## src/rtl/regmap_arbiter.sv

```systemverilog
// regmap_arbiter
// Shares the single register-map access port between two requesters
// (0 = UART command path, 1 = on-chip/test requester). One transaction is
// in flight at a time. Ties are resolved round-robin. Out-of-range
// addresses are rejected with rsp_err. Each accepted request receives
// exactly one response.
//
// Ports
//   clk, reset_n               core clock, async active-low reset
//   reqN_valid/we/addr/wdata   request from requester N (held until reqN_ready)
//   reqN_ready                 one-cycle acceptance pulse (IDLE only)
//   rspN_valid                 one-cycle response pulse to requester N
//   rsp_rdata, rsp_err         shared response payload, valid with rspN_valid
//   rm_we, rm_re               register-map write / read strobes
//   rm_addr, rm_wdata          register-map address / write data
//   rm_rdata                   register-map read data, valid one cycle after rm_re
//
// state  | meaning
// IDLE   | waiting for a request; grants and captures one
// ACCESS | drives the rm_we/rm_re strobe (none if the address is out of range)
// RESP   | pulses rspN_valid to the granted requester, updates last_grant
module regmap_arbiter #(
  parameter int NUMREGS = 9
) (
  input  logic       clk,
  input  logic       reset_n,
  input  logic       req0_valid,
  output logic       req0_ready,
  input  logic       req0_we,
  input  logic [7:0] req0_addr,
  input  logic [7:0] req0_wdata,
  input  logic       req1_valid,
  output logic       req1_ready,
  input  logic       req1_we,
  input  logic [7:0] req1_addr,
  input  logic [7:0] req1_wdata,
  output logic       rsp0_valid,
  output logic       rsp1_valid,
  output logic [7:0] rsp_rdata,
  output logic       rsp_err,
  output logic       rm_we,
  output logic       rm_re,
  output logic [7:0] rm_addr,
  output logic [7:0] rm_wdata,
  input  logic [7:0] rm_rdata
);

  localparam logic [8:0] NUM_REGS_W = 9'(NUMREGS);

  typedef enum logic [1:0] {
    IDLE   = 2'd0,
    ACCESS = 2'd1,
    RESP   = 2'd2
  } state_t;

  state_t     state_q, state_d;
  logic       last_grant;
  logic       cap_we;
  logic [7:0] cap_addr;
  logic [7:0] cap_wdata;
  logic       cap_id;
  logic       err_q;

  logic       gnt0, gnt1;
  logic       in_range;

  // last_grant == 1 means requester 1 was served last, so 0 wins a tie.
  assign gnt0     = req0_valid && (!req1_valid || last_grant);
  assign gnt1     = req1_valid && (!req0_valid || !last_grant);
  assign in_range = ({1'b0, cap_addr} < NUM_REGS_W);

  always_ff @(posedge clk or negedge reset_n) begin
    if (!reset_n) begin
      state_q    <= IDLE;
      last_grant <= 1'b1;
      cap_we     <= 1'b0;
      cap_addr   <= 8'h00;
      cap_wdata  <= 8'h00;
      cap_id     <= 1'b0;
      err_q      <= 1'b0;
    end else begin
      state_q <= state_d;
      case (state_q)
        IDLE: begin
          if (gnt0) begin
            cap_we    <= req0_we;
            cap_addr  <= req0_addr;
            cap_wdata <= req0_wdata;
            cap_id    <= 1'b0;
          end else if (gnt1) begin
            cap_we    <= req1_we;
            cap_addr  <= req1_addr;
            cap_wdata <= req1_wdata;
            cap_id    <= 1'b1;
          end
        end
        ACCESS: err_q <= !in_range;
        RESP:   last_grant <= cap_id;
        default: ;
      endcase
    end
  end

  // Strobes and response pulses are decoded from state, so an async reset
  // (which forces IDLE) removes them immediately.
  always_comb begin
    state_d    = state_q;
    req0_ready = 1'b0;
    req1_ready = 1'b0;
    rm_we      = 1'b0;
    rm_re      = 1'b0;
    rsp0_valid = 1'b0;
    rsp1_valid = 1'b0;
    rsp_err    = 1'b0;
    rsp_rdata  = 8'h00;
    rm_addr    = cap_addr;
    rm_wdata   = cap_wdata;
    case (state_q)
      IDLE: begin
        if (gnt0 || gnt1) begin
          state_d    = ACCESS;
          req0_ready = gnt0;
          req1_ready = gnt1;
        end
      end
      ACCESS: begin
        rm_we   = cap_we && in_range;
        rm_re   = !cap_we && in_range;
        state_d = RESP;
      end
      RESP: begin
        rsp0_valid = !cap_id;
        rsp1_valid = cap_id;
        rsp_err    = err_q;
        rsp_rdata  = (!cap_we && !err_q) ? rm_rdata : 8'h00;
        state_d    = IDLE;
      end
      default: state_d = IDLE;
    endcase
  end

endmodule

```

## config.mk

```make
export PLATFORM = sky130hd
export DESIGN_NAME = regmap_arbiter
export DESIGN_NICKNAME = d
export VERILOG_FILES = /design/src/rtl/regmap_arbiter.sv
export SDC_FILE = /design/constraint.sdc
export NUM_CORES = 1
export LEC_CHECK = 0
export ABC_CLOCK_PERIOD_IN_PS = 2000
export CORE_MARGIN = 4
export CORE_UTILIZATION = 36
export CTS_CLUSTER_SIZE = 28
export DETAILED_ROUTE_END_ITERATION = 16
export GPL_TIMING_DRIVEN = 0
export HOLD_SLACK_MARGIN = 0.03
export MAX_ROUTING_LAYER = met4
export PLACE_DENSITY = 0.8
export REMOVE_ABC_BUFFERS = 1
export SETUP_SLACK_MARGIN = 0.15
export SYNTH_ARGS = -nofsm -noshare
export SYNTH_HDL_FRONTEND = slang
export SYNTH_SLANG_ARGS = --single-unit
```

## constraint.sdc

```tcl
create_clock -name clk -period 2 [get_ports clk]
set_clock_uncertainty 0.15 [all_clocks]
set_input_delay 0.4 -clock clk [delete_from_list [all_inputs] [get_ports clk]]
set_output_delay 0.4 -clock clk [all_outputs]
set_load 0.005 [all_outputs]
```

### Yosys cells after proc, flatten, opt, wreduce, memory -nomap -nowiden

Cells that the tools add are included.

* muxes and demuxes: 21
* $lt $le $gt $ge: 1
* reduce and logical (&&, ||, !) cells: 18
* equality and inequality tests: 3

Operators with widths (count)
* 2-to-1 mux 8 bit: 6
* 2-to-1 mux 1 bit: 13
* < comparator 8 x 4 -> 1 bit, second input constant: 1
* logical NOT 1 bit: 7
* logical AND 1 bit: 5
* one-hot mux 2 bit (2 select lines): 1
* logical OR 1 bit: 3
* == test 2 x 1 -> 1 bit, second input constant: 1
* == test 2 bit, second input constant: 1
* logical NOT 2 bit: 1
* 2-to-1 mux 2 bit: 1
* != test 2 bit, second input constant: 1
* AND reduction 2 bit: 1
* nonzero test 2 bit: 1

* input bits: 46
* logic and storage cells: 50
* output and inout port bits: 31
* flip-flop bits (word level): 22

### Longest topological paths before layout

Gate-level depths: netlist of run 1.

* word-level depth: 6
* depth in mapped cells: 6

### Worst setup path after synthesis of run 1

OpenSTA, ideal clock, no wires.

* path kind: flip-flop to output port
* start: reg state_q[0]
* end: out rsp_rdata[0]
* required time: 1.450 ns
* path buffers: 0
* data arrival time: 1.073 ns
* stages on the path, launching flop included: 4
* setup slack: 0.377 ns
* cells stage by stage: dfrtp_1 -> nand2b_1 -> nor3_1 -> and2_1

* cells in the longest elaborated chain, start to end: 2

RTL lines
* from (decl): line 56 `state_t state_q, state_d;`
* from (signal assigned): line 82 `state_q <= state_d;`
* == test 2 bit: line 118 `case (state_q)`
* 2-to-1 mux 8 bit: line 118
* to (decl): line 39 `output logic [7:0] rsp_rdata,`

No other way between the ends.

### Worst setup path in the final report of run 1

* start: reg state_q[0]
* end: out rsp_rdata[2]

Same word-level chain as after synthesis.

==> results of run 1 <==
cells in the mapped netlist:
cell type | n | area, sq um
nor2b_1 | 2 | 12.5
inv_1 | 4 | 15.0
o31ai_1 | 1 | 7.51
or2b_1 | 1 | 7.51
o21ai_0 | 17 | 85.1
or2_1 | 1 | 6.26
and3_1 | 2 | 12.5
buf_2 | 4 | 20.0
nand3_1 | 18 | 90.1
o21bai_1 | 1 | 7.51
a21o_1 | 1 | 7.51
buf_6 | 2 | 22.5
nor3_1 | 1 | 5.00
dfrtp_1 | 21 | 526
nand2_1 | 1 | 3.75
a21oi_1 | 17 | 85.1
nand2b_1 | 1 | 6.26
and2_4 | 1 | 8.76
nor2_1 | 6 | 22.5
clkbuf_1 | 4 | 15.0
dfstp_2 | 1 | 26.3
and2_1 | 8 | 50.1
a31oi_1 | 17 | 106
buf_1 | 1 | 3.75
buf_8 | 1 | 15.0
o21a_1 | 1 | 7.51
nor4_1 | 1 | 6.26
kinds of logic after synthesis:
logic type,share of synthesized area
flops,0.467
compound gates,0.260
buf+inv,0.0773
simple gates,0.196
state kept, by name, indices dropped and copies added (netlist names):
signal / count
cap_id: 1
err_q: 1
last_grant: 1
cap_we: 1
rm_wdata: 8
rm_addr: 8
state_q: 2
worst paths after layout:
| path | cells past startpoint | slack [ps] | endpoint | startpoint |
|---|---|---|---|---|
| setup / recovery | 6 | -110 | rsp_rdata[2] | state_q[0]$_DFFE_PN0P_ |
| hold / removal | 1 | 400 | last_grant$_DFFE_PN1P_ | last_grant$_DFFE_PN1P_ |
| setup reg to reg | 6 | 280 | cap_we$_DFFE_PN0P_ | state_q[0]$_DFFE_PN0P_ |
| hold reg to reg | 1 | 400 | last_grant$_DFFE_PN1P_ | last_grant$_DFFE_PN1P_ |
| max in group asynchronous | 1 | 540 | state_q[0]$_DFFE_PN0P_ | reset_n |
| min in group asynchronous | 1 | 470 | rm_addr[5]$_DFFE_PN0P_ | reset_n |
power breakdown:
group,total (uW),switching (uW),leakage (uW),internal [uW]
Combinational,1540,665,0.000685,873
Sequential,860,184,0.000243,676
Clock,249,138,0.0000210,111
timing repair:
item                       CTS  global route
setup endpoints to repair   34            33
gates cloned                 1             0
resized for setup           93            21
pin swaps                   14             4
setup buffers               14             8
worst max-delay path, cell delays in order (launching register included):
cell and delay (ps):
dfrtp_2 440, nand2b_4 170, nor3_4 190, buf_6 150
buf_6 90, and2_1 110, buf_2 120
final cells by class:
cell class                 instances  area [sq um]
inverter                           4          15.0
fill                             240           875
timing repair buffer              98           932
tap                               44          55.1
sequential                        22           554
multi-input combinational         99           636
clock buffer                       4          36.3
metal layers:
| metal | up-vias | routed length [microns] | part of all wire | track usage |
|---|---|---|---|---|
| met4 | 0 | 43 | 0.0093 | 0.0725 |
| li1 | 679 | - | - | - |
| met3 | 4 | 472 | 0.10 | 0.0479 |
| met2 | 94 | 2370 | 0.51 | 0.363 |
| met1 | 711 | 1740 | 0.38 | 0.246 |
| met5 | - | 0 | 0 | - |
stage by stage:
step	instances	instance area [sq um]	TNS (ps)	total power [uW]
after floorplan	124	1100	0	1300
after global placement	244	1920	-15020	1920
after detailed placement	244	1920	-16680	1960
after CTS	263	2100	-291	2440
after global routing	271	2230	-1260	2830
final	271	2230	-436	2650
==> key figures, run 1 <==
STA
  • Normalized max-slew margin: 0.328
  • Setup ws final: -107 ps
  • Final Hold Viols: 0
  • Worst hold margin: approximately 400 ps
  • Fmax achieved: 475 MHz
  • Slew Viols, Final: 0
  • RSZ-0062 raised after global routing: true
  • Worst Max-Slew Pin Slew: roughly 1000 ps
  • Final period utilization: 1.05
  • Min cycle time layout: 2110 ps
  • Count of final setup violators: 11

Critical path
  • WP data required: roughly 1500 ps
  • Worst path arrival time: ~1600 ps
  • WS Path Type: reg2out
  • Crit. End Element: output pin
  • Startpoint Class: flip-flop
  • Critical Path Fanout Max: 6

Synthesis
  • FF+latch count, synth: 22
  • Mapped Area: around 1200 sq um
  • Mapped Cells: about 140
  • Syn. warnings: 0
  • Unique masters post-synth: 27
  • Syn avg cell area: around 8.7 sq um
  • Post-synthesis sequential area ratio: 0.467

Clocking
  • Worst skew pair latency: between 300 and 400 ps
  • Clk Tree Root Cell: clkbuf_4
  • H-tree levels: 1
  • CTS sink cnt: 22
  • CTS tree: done
  • TritonCTS buffer count: 3
  • Clk slew on worst S/H paths: 120 ps
  • Hold-fix buffers at CTS: 0
  • Clk buf depth: 2

Route
  • DR vias/cell: about 5.5
  • Initial DRC Count: 109
  • Wire length per cell: about 17 microns
  • Total routed wirelength: roughly 4600 microns
  • DR pass1 iterations: 4
  • Final antenna-violating net count: 0
  • DRC violations left: 0
  • Via count: 1488

Cells and area
  • Most frequent cells in the layout: 55 x clkdlybuf4s50_1, 19 x dfrtp_1, 18 x nand3_1
  • Nets: 274
  • Diode count: 0
  • Share of layout cells above drive strength 1: 0.304
  • Area grow syn2layout: 88.7%
  • Core Util, Final: 0.718
  • Commonest non-fill, non-tap cell in the layout: clkdlybuf4s50_1

GRT
  • First-pass GRT wire length: 6930 microns
  • Overflow after GRT: 0
  • Vias in the first global route: 1486
  • Initial antenna violation count: 0
  • Maximum number of pins on one net before global-route repair: 23
  • Total track usage: 0.212

Placement
  • HPWL after detailed placement: slightly below 3000 microns
  • GPL Wtd Cong: between 0.7 and 0.8
  • Dpl ws: -772 ps
  • I/O Buffers: 76

Floorplan
  • Core Footprint: between 3000 and 4000 sq um
  • Number of core rows: 20
  • DIE AREA: 4260 sq um
  • Die Width: around 65 microns
  • Initial Util: 0.381
  • Die Ht: approximately 65 microns
  • I/O pin cnt: 77

Power
  • Pleak: between 0.0009 and 0.001 uW
  • PD cells: about 1200 nW/um^2
  • Maximum VDD drop: ~570 uV

Outcome
  • Failing checks: negative setup slack
  • Run status: finished with violations

Job
  • Max-Cap Viols: 0

Hold path
  • Hold WC Path Type: reg2reg
(Power assumes the default switching activity.)
==> inputs of run 2 (changes only) <==
CTS_CLUSTER_SIZE = unset   (was 28)
==> results of run 2 <==
Final layout, timing and power as in run 1 (identical DEF).
